==> src/rtl/alarm_key_fsm.sv <==
// alarm_key_fsm: main keypad control FSM of the alarm clock.
// It sequences keypad entry of a new time. It commits the entry as the alarm
// time or as the current time. It abandons entry after an idle timeout counted
// in one_second pulses.
// Ports:
//   clock, reset     - system clock, asynchronous active-high reset
//   one_second       - one-cycle pulse from the time generator
//   key[3:0]         - level keypad code (0-9 digit, A alarm, B time, F none)
//   show_new_time    - display the key buffer
//   show_alarm       - display the alarm register
//   shift            - key buffer shifts in key (one pulse per key press)
//   load_new_alarm   - alarm register loads the key buffer
//   load_new_time    - current-time register loads the key buffer
//   reset_count      - re-synchronise the time generator (with load_new_time)
module alarm_key_fsm #(
    parameter int unsigned TIMEOUT_SECONDS = 10,
    parameter int unsigned CNT_W           = 4
) (
    input  logic       clock,
    input  logic       reset,
    input  logic       one_second,
    input  logic [3:0] key,
    output logic       show_new_time,
    output logic       show_alarm,
    output logic       shift,
    output logic       load_new_alarm,
    output logic       load_new_time,
    output logic       reset_count
);

    localparam logic [3:0] KEY_ALARM = 4'hA;
    localparam logic [3:0] KEY_TIME  = 4'hB;
    localparam logic [3:0] KEY_NONE  = 4'hF;

    typedef enum logic [2:0] {
        SHOW_TIME  = 3'd0,
        SHOW_ALARM = 3'd1,
        KEY_STORED = 3'd2,
        KEY_WAITED = 3'd3,
        KEY_ENTRY  = 3'd4,
        SET_ALARM  = 3'd5,
        SET_TIME   = 3'd6
    } state_t;

    state_t           state;
    state_t           state_next;
    logic [CNT_W-1:0] timeout_cnt;
    logic             timeout;
    logic             is_digit;
    logic             in_entry;

    assign is_digit = (key <= 4'd9);
    assign in_entry = (state == KEY_ENTRY) || (state == KEY_WAITED);
    assign timeout  = (timeout_cnt == CNT_W'(TIMEOUT_SECONDS));

    // State register
    always_ff @(posedge clock or posedge reset) begin
        if (reset) begin
            state <= SHOW_TIME;
        end else begin
            state <= state_next;
        end
    end

    // Idle timeout counter: runs only while waiting for keys, saturates at the limit
    always_ff @(posedge clock or posedge reset) begin
        if (reset) begin
            timeout_cnt <= '0;
        end else if (!in_entry) begin
            timeout_cnt <= '0;
        end else if (one_second && !timeout) begin
            timeout_cnt <= timeout_cnt + CNT_W'(1);
        end
    end

    // Next-state logic; key actions are tested before timeout so they win
    always_comb begin
        state_next = state;
        case (state)
            SHOW_TIME: begin
                if (key == KEY_ALARM) begin
                    state_next = SHOW_ALARM;
                end else if (is_digit) begin
                    state_next = KEY_STORED;
                end
            end
            SHOW_ALARM: begin
                if (key != KEY_ALARM) begin
                    state_next = SHOW_TIME;
                end
            end
            KEY_STORED: begin
                state_next = KEY_WAITED;
            end
            KEY_WAITED: begin
                if (key == KEY_NONE) begin
                    state_next = KEY_ENTRY;
                end else if (timeout) begin
                    state_next = SHOW_TIME;
                end
            end
            KEY_ENTRY: begin
                if (key == KEY_ALARM) begin
                    state_next = SET_ALARM;
                end else if (key == KEY_TIME) begin
                    state_next = SET_TIME;
                end else if (is_digit) begin
                    state_next = KEY_STORED;
                end else if (timeout) begin
                    state_next = SHOW_TIME;
                end
            end
            SET_ALARM: begin
                state_next = SHOW_TIME;
            end
            SET_TIME: begin
                state_next = SHOW_TIME;
            end
            default: begin
                state_next = SHOW_TIME;
            end
        endcase
    end

    // Moore output decode from the current state only
    always_comb begin
        show_new_time  = 1'b0;
        show_alarm     = 1'b0;
        shift          = 1'b0;
        load_new_alarm = 1'b0;
        load_new_time  = 1'b0;
        reset_count    = 1'b0;
        case (state)
            SHOW_ALARM: begin
                show_alarm = 1'b1;
            end
            KEY_STORED: begin
                shift         = 1'b1;
                show_new_time = 1'b1;
            end
            KEY_WAITED, KEY_ENTRY: begin
                show_new_time = 1'b1;
            end
            SET_ALARM: begin
                load_new_alarm = 1'b1;
            end
            SET_TIME: begin
                load_new_time = 1'b1;
                reset_count   = 1'b1;
            end
            default: begin
            end
        endcase
    end

endmodule

==> config.mk <==
export PLATFORM = sky130hd
export DESIGN_NAME = alarm_key_fsm
export DESIGN_NICKNAME = d
export VERILOG_FILES = /design/src/rtl/alarm_key_fsm.sv
export SDC_FILE = /design/constraint.sdc
export NUM_CORES = 1
export LEC_CHECK = 0
export CAP_MARGIN = 20
export CORE_AREA = 5 5 42 44
export DETAILED_ROUTE_END_ITERATION = 8
export DIE_AREA = 0 0 47 49
export PLACE_DENSITY = 0.62
export SLEW_MARGIN = 20
export SYNTH_ARGS = -nofsm -noshare
export SYNTH_HDL_FRONTEND = slang
export SYNTH_SLANG_ARGS = --single-unit
export TNS_END_PERCENT = 1
==> constraint.sdc <==
create_clock -name clock -period 1.64 [get_ports clock]
set_input_delay 0.328 -clock clock [delete_from_list [all_inputs] [get_ports clock]]
set_output_delay 0.328 -clock clock [all_outputs]
set_load 0.05 [all_outputs]
==> metrics.csv <==
metric;value;unit
outcome;finished, violations left;
failed_checks;setup timing;
setup.worst_path.start_class;flip-flop;
timing.slew.headroom;82.4;%
synth_top_cells_by_count;7 x sky130_fd_sc_hd__dfrtp_1, 6 x sky130_fd_sc_hd__nor2_1, 4 x sky130_fd_sc_hd__inv_1, 3 x sky130_fd_sc_hd__a21oi_1, 3 x sky130_fd_sc_hd__nand2_1;
grt_setup_unrepaired;true;
initial_utilization;32.1;%
part_of_the_power_in_registers;26.1;%
grt_pass1_vias;433;
path_max_fanout;5;
yosys.cell_count.top_type;sky130_fd_sc_hd__dfrtp_1;
top_level_ports;13;
cts.sink_count;7;
critPathBufInv;1;
ctsHtreeMaxLevel;1;
placed_cells;78;
power.total;1060;uW
timing.setup.critical_path_class;reg2out;
yosys_warnings;0;
timing_hold_violations_final;0;
cellPowerDensity;1450;nW/um^2
routed_wire_length_per_instance;12.5;um
global_route_wire_length_before_repair;1780;um
drt_pre_antenna_iters;4;
antenna-diode-count;0;
worstMarginPinSlew;0.263;ns
cp.depth;3;
netlist_area;450;sq um
worst_setup_path_end_kind;output port;
timing.final.max_slew_violations;0;
area_of_the_die;2300;sq um
cp_slowest_stage_delay;0.43;ns
cp.required;1.31;ns
chipWidth;47;um
synth_async_sr_flop_share;100;%
tritoncts;built;
clk-insertion-delay-late;0.25;ns
vias_per_cell;5.32;
nFillCells;128;
switching_fraction_of_total_power;43.4;%
flow.area_growth_from_synthesis;62.8;%
power_switching;461;uW
clock-root-buffer;sky130_fd_sc_hd__clkbuf_4;
synth.area.top_cells;sky130_fd_sc_hd__dfrtp_1 39%, sky130_fd_sc_hd__ha_1 5.6%, sky130_fd_sc_hd__nor2_1 5.0%;
detailedRoute.firstIterationViolations;5;
worstHoldPathType;in2async;
synth_enable_flop_cells;0;
setup-violations-final;1;
synthDistinctLibCells;25;
yosysTopAreaCell;sky130_fd_sc_hd__dfrtp_1;
power.ir.vdd_worst;0.000617;V
min_period;1.64;ns
postCtsHoldBufs;0;
antenna_found_initial;0;
placeableCoreArea;1400;sq um
reg2reg_depth;5;
max_cap_violations;0;
period_share;100;%
rrSetupSlack;0.20;ns
post-route-drc-count;0;
pin_count_of_the_biggest_net_entering_global_routing;8;
clk_pin_slew_worst_paths;0.05;ns
worstReg2RegEnd;timeout_cnt[2];
setup_slack;-0.00294;ns
worstPathCellList;or3b_4, nand2_4, buf_12;
dp_hpwl;802;um
wl;1060;um
gp_congestion;0.770;
arrival;1.31;ns
overflow;0;
layout-drive-gt1-share;39.1;%
final_cell_count_no_fill;85;
portion_of_the_post_synthesis_area_used_by_sequential_elements;38.9;%
syn-num-nets;58;
post-synth-top-area-fraction;38.9;%
power_report.internal_total;603;uW
static-leakage-power;0.000302;uW
top_ff_cell_synth;sky130_fd_sc_hd__dfrtp_1;
timing.rr.start;timeout_cnt[0];
grt.total_usage;10.8;%
crit_path_top_delay_cell;sky130_fd_sc_hd__dfrtp_2;
clock_buffer_count_from_cts;3;
count_of_mapped_cells_out_of_synthesis;49;
cts.path.max_buffers;2;
yosys_register_bits;7;
critical-path-top-delay-family;simple AND/OR/NAND/NOR gates;
die-height;49;um
vias;452;
fin_worst_skew;0.000683;ns
maxClockFrequency;609;MHz
placement_rows;14;
syn-mean-instance-area;9.19;sq um
cp-endpoint;show_new_time;
combinationalPowerShare;59.2;%
port_buffers;12;
dp_slack;0.152;ns
cp_launch_point;state[0];
postRouteAntennaNets;0;
p_clk_share;14.6;%
final_net_count;79;
## worst reg2reg max path: stages (launching register included)
cell and delay [ns]:
sky130_fd_sc_hd__dfrtp_1 0.42, sky130_fd_sc_hd__inv_1 0.08, sky130_fd_sc_hd__ha_1 0.21, sky130_fd_sc_hd__nand3b_1 0.16, sky130_fd_sc_hd__or3b_1 0.36, sky130_fd_sc_hd__a21oi_1 0.13
## power groups by stage
stage               registers [uW]  logic [uW]  clock network, uW
global placement               286         552                  0
global route                   289         667                172
detailed placement             289         556                  0
floorplan                      273         325                  0
finish                         278         630                156
CTS                            269         609                162
## cells by family (layout without fill, tap and decap cells)
family | Yosys count | count (layout) | share of synthesized area [%]
and+or+nand+nor | 22 | 22 | 27.8
AOI/OAI and AO/OA | 12 | 12 | 20.8
DFF | 7 | 7 | 38.9
buffers and inverters | 5 | 25 | 5.00
adders and majority gates | 2 | 2 | 5.55
xor gates and xnor gates | 1 | 1 | 1.94
## sequential cells by signal, indices dropped and copies added (netlist names)
name,cells
state,3
timeout_cnt,4
## layout by cell type, fill, tap and decap left out, drive strengths merged
| master | instances |
|---|---|
| nor3b | 1 |
| nand3 | 1 |
| clkdlybuf4s50 | 6 |
| o32ai | 2 |
| clkbuf | 4 |
| nand4b | 1 |
| xor2 | 1 |
| nor3 | 1 |
| a31oi | 2 |
| and3 | 1 |
| a21oi | 3 |
| inv | 4 |
| ha | 2 |
| o21ai | 2 |
| or3b | 2 |
| nand4 | 2 |
| nor2 | 6 |
| o21a | 1 |
| a311oi | 1 |
| nand2b | 2 |
| or2 | 1 |
| nand3b | 1 |
| buf | 11 |
| dfrtp | 7 |
| nand2 | 3 |
| o2111ai | 1 |
## per-layer routing
metal / GRT usage (%) / up-vias / routed length (um)
li1: - / 222 / -
met1: 11.4 / 210 / 408
met2: 17.4 / 16 / 538
met3: 3.32 / 4 / 90
met4: 6.91 / 0 / 22
met5: 0 / - / 0
## area by class of cell
type	count	area (sq um)	share of cell area [%]
multi-input combinational	37	277	37.7
inverter	4	15.0	2.05
clock buffer	4	26.3	3.58
sequential	7	178	24.2
tap	16	20.0	2.73
timing repair buffer	17	218	29.7
## through the flow
stage,cell area (sq um),utilization (%),setup TNS (ns),hold WS (ns)
2_1_floorplan,455,-,-0.247,0.131
3_3_place_gp,663,47.3,0,0.538
3_5_place_dp,663,47.3,0,0.556
4_1_cts,714,51.0,-0.00686,0.310
5_1_grt,733,52.3,-0.0476,0.343
6_report,733,52.3,-0.00294,0.303
## worst min-delay path by stage
stage / start / end / depth (start not counted)
final: reset / state[2] / 2
after global routing: reset / timeout_cnt[3] / 2
after CTS: reset / state[0] / 2
after detailed placement: state[0] / state[1] / 1
after global placement: state[0] / state[1] / 1
after floorplan: reset / state[0] / 1
## timing repair
item                       CTS  global route
setup endpoints to repair    4             5
buffers inserted             2             1
gates resized for setup      4             5
pin swaps                    0             2
Note: power is estimated with default switching activity, not from simulation.
